==> src/rtl/sync_timing_generator.sv <==
// One axis of a raster timing generator: a counter walks ACTIVE/FRONT/SYNC/BACK
// regions, and registered outputs always agree with the registered counter and state.
module sync_timing_generator #(
    parameter int ACTIVE          = 640,
    parameter int FRONT_PORCH     = 16,
    parameter int SYNC_PULSE      = 96,
    parameter int BACK_PORCH      = 48,
    parameter bit SYNC_ACTIVE_LOW = 1'b1,
    parameter int COUNTER_SIZE    = 11
) (
    input  logic                    control_clock,
    input  logic                    reset_n,
    input  logic                    advance,
    output logic                    sync,
    output logic                    display_enable,
    output logic [COUNTER_SIZE-1:0] counter,
    output logic                    terminal
);

    localparam int     TOTAL     = ACTIVE + FRONT_PORCH + SYNC_PULSE + BACK_PORCH;
    localparam longint MAX_COUNT = (longint'(1) << COUNTER_SIZE) - 1;

    // Last count of each region; a region of length 1 starts and ends on the same count.
    localparam logic [COUNTER_SIZE-1:0] ACTIVE_LAST = COUNTER_SIZE'(ACTIVE - 1);
    localparam logic [COUNTER_SIZE-1:0] FRONT_LAST  = COUNTER_SIZE'(ACTIVE + FRONT_PORCH - 1);
    localparam logic [COUNTER_SIZE-1:0] SYNC_LAST   = COUNTER_SIZE'(ACTIVE + FRONT_PORCH + SYNC_PULSE - 1);
    localparam logic [COUNTER_SIZE-1:0] TOTAL_LAST  = COUNTER_SIZE'(TOTAL - 1);

    localparam logic SYNC_ON  = SYNC_ACTIVE_LOW ? 1'b0 : 1'b1;
    localparam logic SYNC_OFF = ~SYNC_ON;

    localparam logic [3:0] PARAM_BAD = {BACK_PORCH < 1, SYNC_PULSE < 1, FRONT_PORCH < 1, ACTIVE < 1};

    generate
        for (genvar gi = 0; gi < 4; gi++) begin : gen_param_check
            if (PARAM_BAD[gi]) begin : gen_bad
                $error("timing parameter %0d (0=ACTIVE..3=BACK_PORCH) must be at least 1", gi);
            end
        end
        if (longint'(TOTAL) - 1 > MAX_COUNT) begin : gen_counter_too_small
            $error("TOTAL-1 does not fit in COUNTER_SIZE bits");
        end
    endgenerate

    typedef enum logic [2:0] {
        ST_IDLE,
        ST_ACTIVE,
        ST_FRONT,
        ST_SYNC,
        ST_BACK
    } state_t;

    state_t                  state_reg;
    state_t                  state_next;
    logic [COUNTER_SIZE-1:0] counter_reg;
    logic [COUNTER_SIZE-1:0] counter_next;
    logic                    display_enable_reg;
    logic                    display_enable_next;
    logic                    sync_reg;
    logic                    sync_next;
    logic                    terminal_reg;
    logic                    terminal_next;

    always_ff @(posedge control_clock) begin
        if (!reset_n) begin
            state_reg   <= ST_IDLE;
            counter_reg <= '0;
        end else begin
            state_reg   <= state_next;
            counter_reg <= counter_next;
        end
    end

    always_comb begin
        state_next   = state_reg;
        counter_next = counter_reg;
        if (advance) begin
            if (state_reg == ST_IDLE) begin
                state_next   = ST_ACTIVE;
                counter_next = '0;
            end else if (counter_reg == TOTAL_LAST) begin
                state_next   = ST_ACTIVE;
                counter_next = '0;
            end else begin
                counter_next = counter_reg + 1'b1;
                case (state_reg)
                    ST_ACTIVE: if (counter_reg == ACTIVE_LAST) state_next = ST_FRONT;
                    ST_FRONT:  if (counter_reg == FRONT_LAST)  state_next = ST_SYNC;
                    ST_SYNC:   if (counter_reg == SYNC_LAST)   state_next = ST_BACK;
                    default:   state_next = state_reg;
                endcase
            end
        end
    end

    // Outputs are decoded from the upcoming state so that, once registered,
    // they line up with counter_reg/state_reg in the same cycle.
    always_comb begin
        display_enable_next = (state_next == ST_ACTIVE);
        sync_next           = (state_next == ST_SYNC) ? SYNC_ON : SYNC_OFF;
        terminal_next       = (state_next == ST_BACK) && (counter_next == TOTAL_LAST);
    end

    always_ff @(posedge control_clock) begin
        if (!reset_n) begin
            display_enable_reg <= 1'b0;
            sync_reg           <= SYNC_OFF;
            terminal_reg       <= 1'b0;
        end else begin
            display_enable_reg <= display_enable_next;
            sync_reg           <= sync_next;
            terminal_reg       <= terminal_next;
        end
    end

    assign sync           = sync_reg;
    assign display_enable = display_enable_reg;
    assign counter        = counter_reg;
    assign terminal       = terminal_reg;

endmodule

==> config.mk <==
export PLATFORM = sky130hd
export DESIGN_NAME = sync_timing_generator
export DESIGN_NICKNAME = d
export VERILOG_FILES = /design/src/rtl/sync_timing_generator.sv
export SDC_FILE = /design/constraint.sdc
export NUM_CORES = 1
export LEC_CHECK = 0
export ABC_CLOCK_PERIOD_IN_PS = 4660
export BUFFER_PORTS_ARGS = -buffer_cell sky130_fd_sc_hd__buf_2
export CAP_MARGIN = 20
export CELL_PAD_IN_SITES_DETAIL_PLACEMENT = 1
export CELL_PAD_IN_SITES_GLOBAL_PLACEMENT = 1
export CORE_UTILIZATION = 43
export DETAILED_ROUTE_END_ITERATION = 8
export GPL_TIMING_DRIVEN = 0
export PLACE_DENSITY_LB_ADDON = 0.1
export SLEW_MARGIN = 15
export SYNTH_ARGS = -nofsm -noshare
export SYNTH_HDL_FRONTEND = slang
export SYNTH_SLANG_ARGS = --single-unit
export TNS_END_PERCENT = 20
==> constraint.sdc <==
create_clock -name control_clock -period 4.66 [get_ports control_clock]
set_input_delay 0.233 -clock control_clock [delete_from_list [all_inputs] [get_ports control_clock]]
set_output_delay 0.233 -clock control_clock [all_outputs]
set_load 0.05 [all_outputs]
# Word level (Yosys, flattened, before mapping)
# Cells that the tools add are included.
# totals
out_inout_bits	14
input_bits	3
reg_bits	17
wordCells	30
# classes
n_mux	11
add_sub_neg	1
reduce_logical	2
eq_ne	11
# op_table
operator	n
== test 11 x 10 -> 1 bit, second input constant	5
two-way mux 11 bit	3
two-way mux 3 bit	6
adder 11 x 1 -> 11 bit, second input constant	1
== test 3 x 2 -> 1 bit, second input constant	3
one-hot mux 3 bit (3 select lines)	1
== test 3 x 1 -> 1 bit, second input constant	2
== test 3 bit, second input constant	1
logical NOT 3 bit	1
logical AND 1 bit	1
two-way mux 1 bit	1

# Logic depth before layout (Yosys ltp)
# logic_depth
ltp_word	8
ltp_mapped	7
mapped_depth_nobuf	6

# Worst setup path before layout
# Ideal clock, no wire load.
# synth_path
path_kind	register -> register
from	register counter_reg[0], in the netlist counter[0]
to	register terminal_reg, in the netlist terminal
slack_ns	2.404
stages_incl_launch_ff	8
synth_period_minus_slack_ns	2.256
setup_time_ns	0.088
path_buffers	1
t_required_ns	4.572
arrival_ns	2.168
path_cell_list	dfxtp_1 -> ha_1 -> and3_1 -> buf_4 -> or3b_1 -> a32oi_1 -> nand4_1 -> nor4_2
# synth_between
elab_chain_cells	8
word_cells_on_any_way	18
classes_between	add/sub (1); eq/ne (6); mux (10); reduce/logical (1)
# synth_rtl
item	line_no	rtl
from (decl)	55	logic [COUNTER_SIZE-1:0] counter_reg;
from (signal assigned)	70	counter_reg <= counter_next;
branches (longest 7 deep; another with adder 11 x 1 -> 11 bit)	--	
logical AND 1 bit *	101	terminal_next = (state_next == ST_BACK) && (counter_next == TOTAL_LAST);
to (signal assigned)	112	terminal_reg <= terminal_next;
to (decl)	61	logic terminal_reg;
# Mark *: on every way between the ends.
# A chain may end at the register's enable or synchronous reset.

# Worst setup path in the final report
# Same ends and word-level chain as after synthesis.

==> run summary <==
Vias: 1049
Synth Area in XOR/XNOR: 0.0667
PwrDens: 216 nW/um^2
Root buffer cell: clkbuf_4
Drt initial violations: 18
HP Class: primary input to register
Hold endpoint: state_reg[2]
CP endpoint kind: register
#FFs+latches synth: 17
Mux cell area share after synthesis: 0.00952
Avg Inst Size Synth: 8.28 um^2
Nets: 152
Synthesized cell area: 1050 um^2
Max-slew violations: 0
Routed Antenna Nets: 0
Run status: finished, final reports clean
WS Path Type: register to register
Synth Area in Compound Gates: 0.143
Layout cells sized above 1: 0.190
FP Rows: 17
Via-per-instance ratio: 5.99
GP Congestion: 0.842
FFs w/ async S/R, synth: 0
Placed insts: 171
Ys flop type: dfxtp_1
Final period util: 0.479
Worst Clk Skew: 4.00 ps
Setup-failing EPs final: 0
Most common cell after layout, fill and taps aside: buf_2
Peak VDD IR: 0.131 mV
Antenna violations before repair: 0
Die ar.: 2650 um^2
Clk sink count: 17
Total Power: 0.258 mW
Post-CTS Resized: 0
Num CTS Buffers: 3
Worst Hold Path Cells: 2
Post-synth EDFFs: 0
Adder-cell area share of the yosys netlist: 0.0119
Syn_nets: 131
Final-report hold violation count: 0
Dpl hpwl: 2.08 mm
Worst r2r dst: terminal
Leak Pwr: 0.456 nW
Die W: 51.4 um
CTS tree: done
Fin cells: 175
Area leader, netlist: dfxtp_1
Total grt overflow: 0
CP Data Arrival Time: 2450 ps
Fmax: 448 MHz
Residual DRC: 0
Antenna fix cells: 0
Max reg flops: 11
Worst-margin pin slew: 511 ps
Minimum clock period: 2230 ps
Core Footprint: 2250 um^2
Gr usage total: 0.235
Critical Path Start Type: register
Top cells by area, synth: dfxtp_1, nor2_1, nand4_1
Largest net degree at the start of global routing: 12
Setup TNS: 0 ps
Main combinational cell family by area after synthesis: simple AND/OR/NAND/NOR gates
First-pass GRT wire length: 4.60 mm
Simple-Gate Fraction of Synth Area: 0.387
Vias in the first global route: 993
Area post-placement: 1170 um^2
Req. time, crit path: 4870 ps
Cell count after synthesis: 127
Ys Warns: 0
Synth cell types: 44
Starting Density: 0.466
RSZ-0062 raised after global routing: no
Setup Buffers After CTS: 0
Port buffer count: 16
Reg clk slew, reported paths: 110 ps
Design Area, Final: 1200 um^2
Area share of the largest cell type after synthesis: 0.324
Worst flop-to-flop path startpoint: counter[0]
R2R Setup Slk: 2430 ps
Hold buffer count at CTS: 0
DIE HEIGHT: 51.4 um
Layout Area Growth over Synthesis: 13.8%
Seq/Total Area, Yosys: 0.324
Max_slew headroom: 0.659
R2R cell count: 7
Commonest cells after routing, fill and taps aside: buf_2, dfxtp_1, nor2_1, nand2_1
Total of max-cap violations: 0
H-Tree Depth: 1
Pre-antenna DRT Iters: 4
WL/cell: 15.7 um
Skew-Pair Late Insertion Delay: 300 ps
CP max FO: 10
Num ports: 17
Final wirelength: 2.75 mm
Clock buffer depth: 2
Hold_sp: reset_n
cell type report:
| cell class | count | area (um^2) |
|---|---|---|
| clock buffer | 3 | 22.5 |
| tap | 28 | 35.0 |
| clock inverter | 1 | 7.51 |
| multi-input combinational | 96 | 649 |
| timing repair buffer | 16 | 80.1 |
| fill | 289 | 1060 |
| buffer | 8 | 38.8 |
| inverter | 6 | 22.5 |
| sequential | 17 | 340 |
cells in the mapped netlist, types with 3 or more instances:
| library cell | count |
|---|---|
| nor3_1 | 6 |
| buf_2 | 4 |
| a31oi_1 | 3 |
| nor2b_1 | 4 |
| xor2_1 | 4 |
| clkbuf_1 | 3 |
| dfxtp_1 | 17 |
| xnor2_1 | 4 |
| and2_1 | 5 |
| nand2_1 | 7 |
| nor4bb_1 | 3 |
| nand2b_1 | 3 |
| nand4_1 | 6 |
| and3_1 | 3 |
| nand3_1 | 5 |
| nor2_1 | 12 |
| inv_1 | 6 |
kinds of logic (layout without fill, tap and decap cells):
kind of cell,count (synthesis),in the layout
flip-flops,17,17
adder cells (fa/ha/maj),1,1
multiplexers,1,1
buffers and inverters,14,34
XOR/XNOR,8,8
AO/OA/AOI/OAI,20,20
AND/OR/NAND/NOR,66,66
power breakdown:
part / total (mW) / internal [mW] / switching [mW]
logic: 0.0253 / 0.00775 / 0.0175
registers: 0.149 / 0.147 / 0.00149
clock network: 0.0844 / 0.0327 / 0.0518
total: 0.258 / 0.188 / 0.0708
worst max path at each step:
stage | startpoint | end | depth (start not counted)
after floorplan | counter[0] | terminal | 7
after global routing | counter[0] | terminal | 7
after global placement | counter[0] | terminal | 7
after detailed placement | counter[0] | terminal | 7
after CTS | counter[0] | terminal | 7
final | counter[0] | terminal | 7
critical path, cell delays in order, from the launching register on:
cell and delay (ps):
dfxtp_1 500, ha_1 310, and3_1 180, buf_4 160, or3b_1 370, a32oi_1 210, nand4_1 180, nor4_2 240
layer usage:
layer,routed length (um),track usage,up-vias
li1,-,-,509
met1,1330,0.323,512
met2,1310,0.383,24
met3,77,0.0268,4
met4,27,0.0676,0
met5,0,0,-
stage by stage:
stage,setup slack [ps],util,hold WS (ps)
floorplan,2400,-,355
global placement,2550,0.517,532
detailed placement,2480,0.517,544
CTS,2440,0.531,227
global route,2320,0.531,222
finish,2430,0.531,240
(Power assumes the default switching activity.)
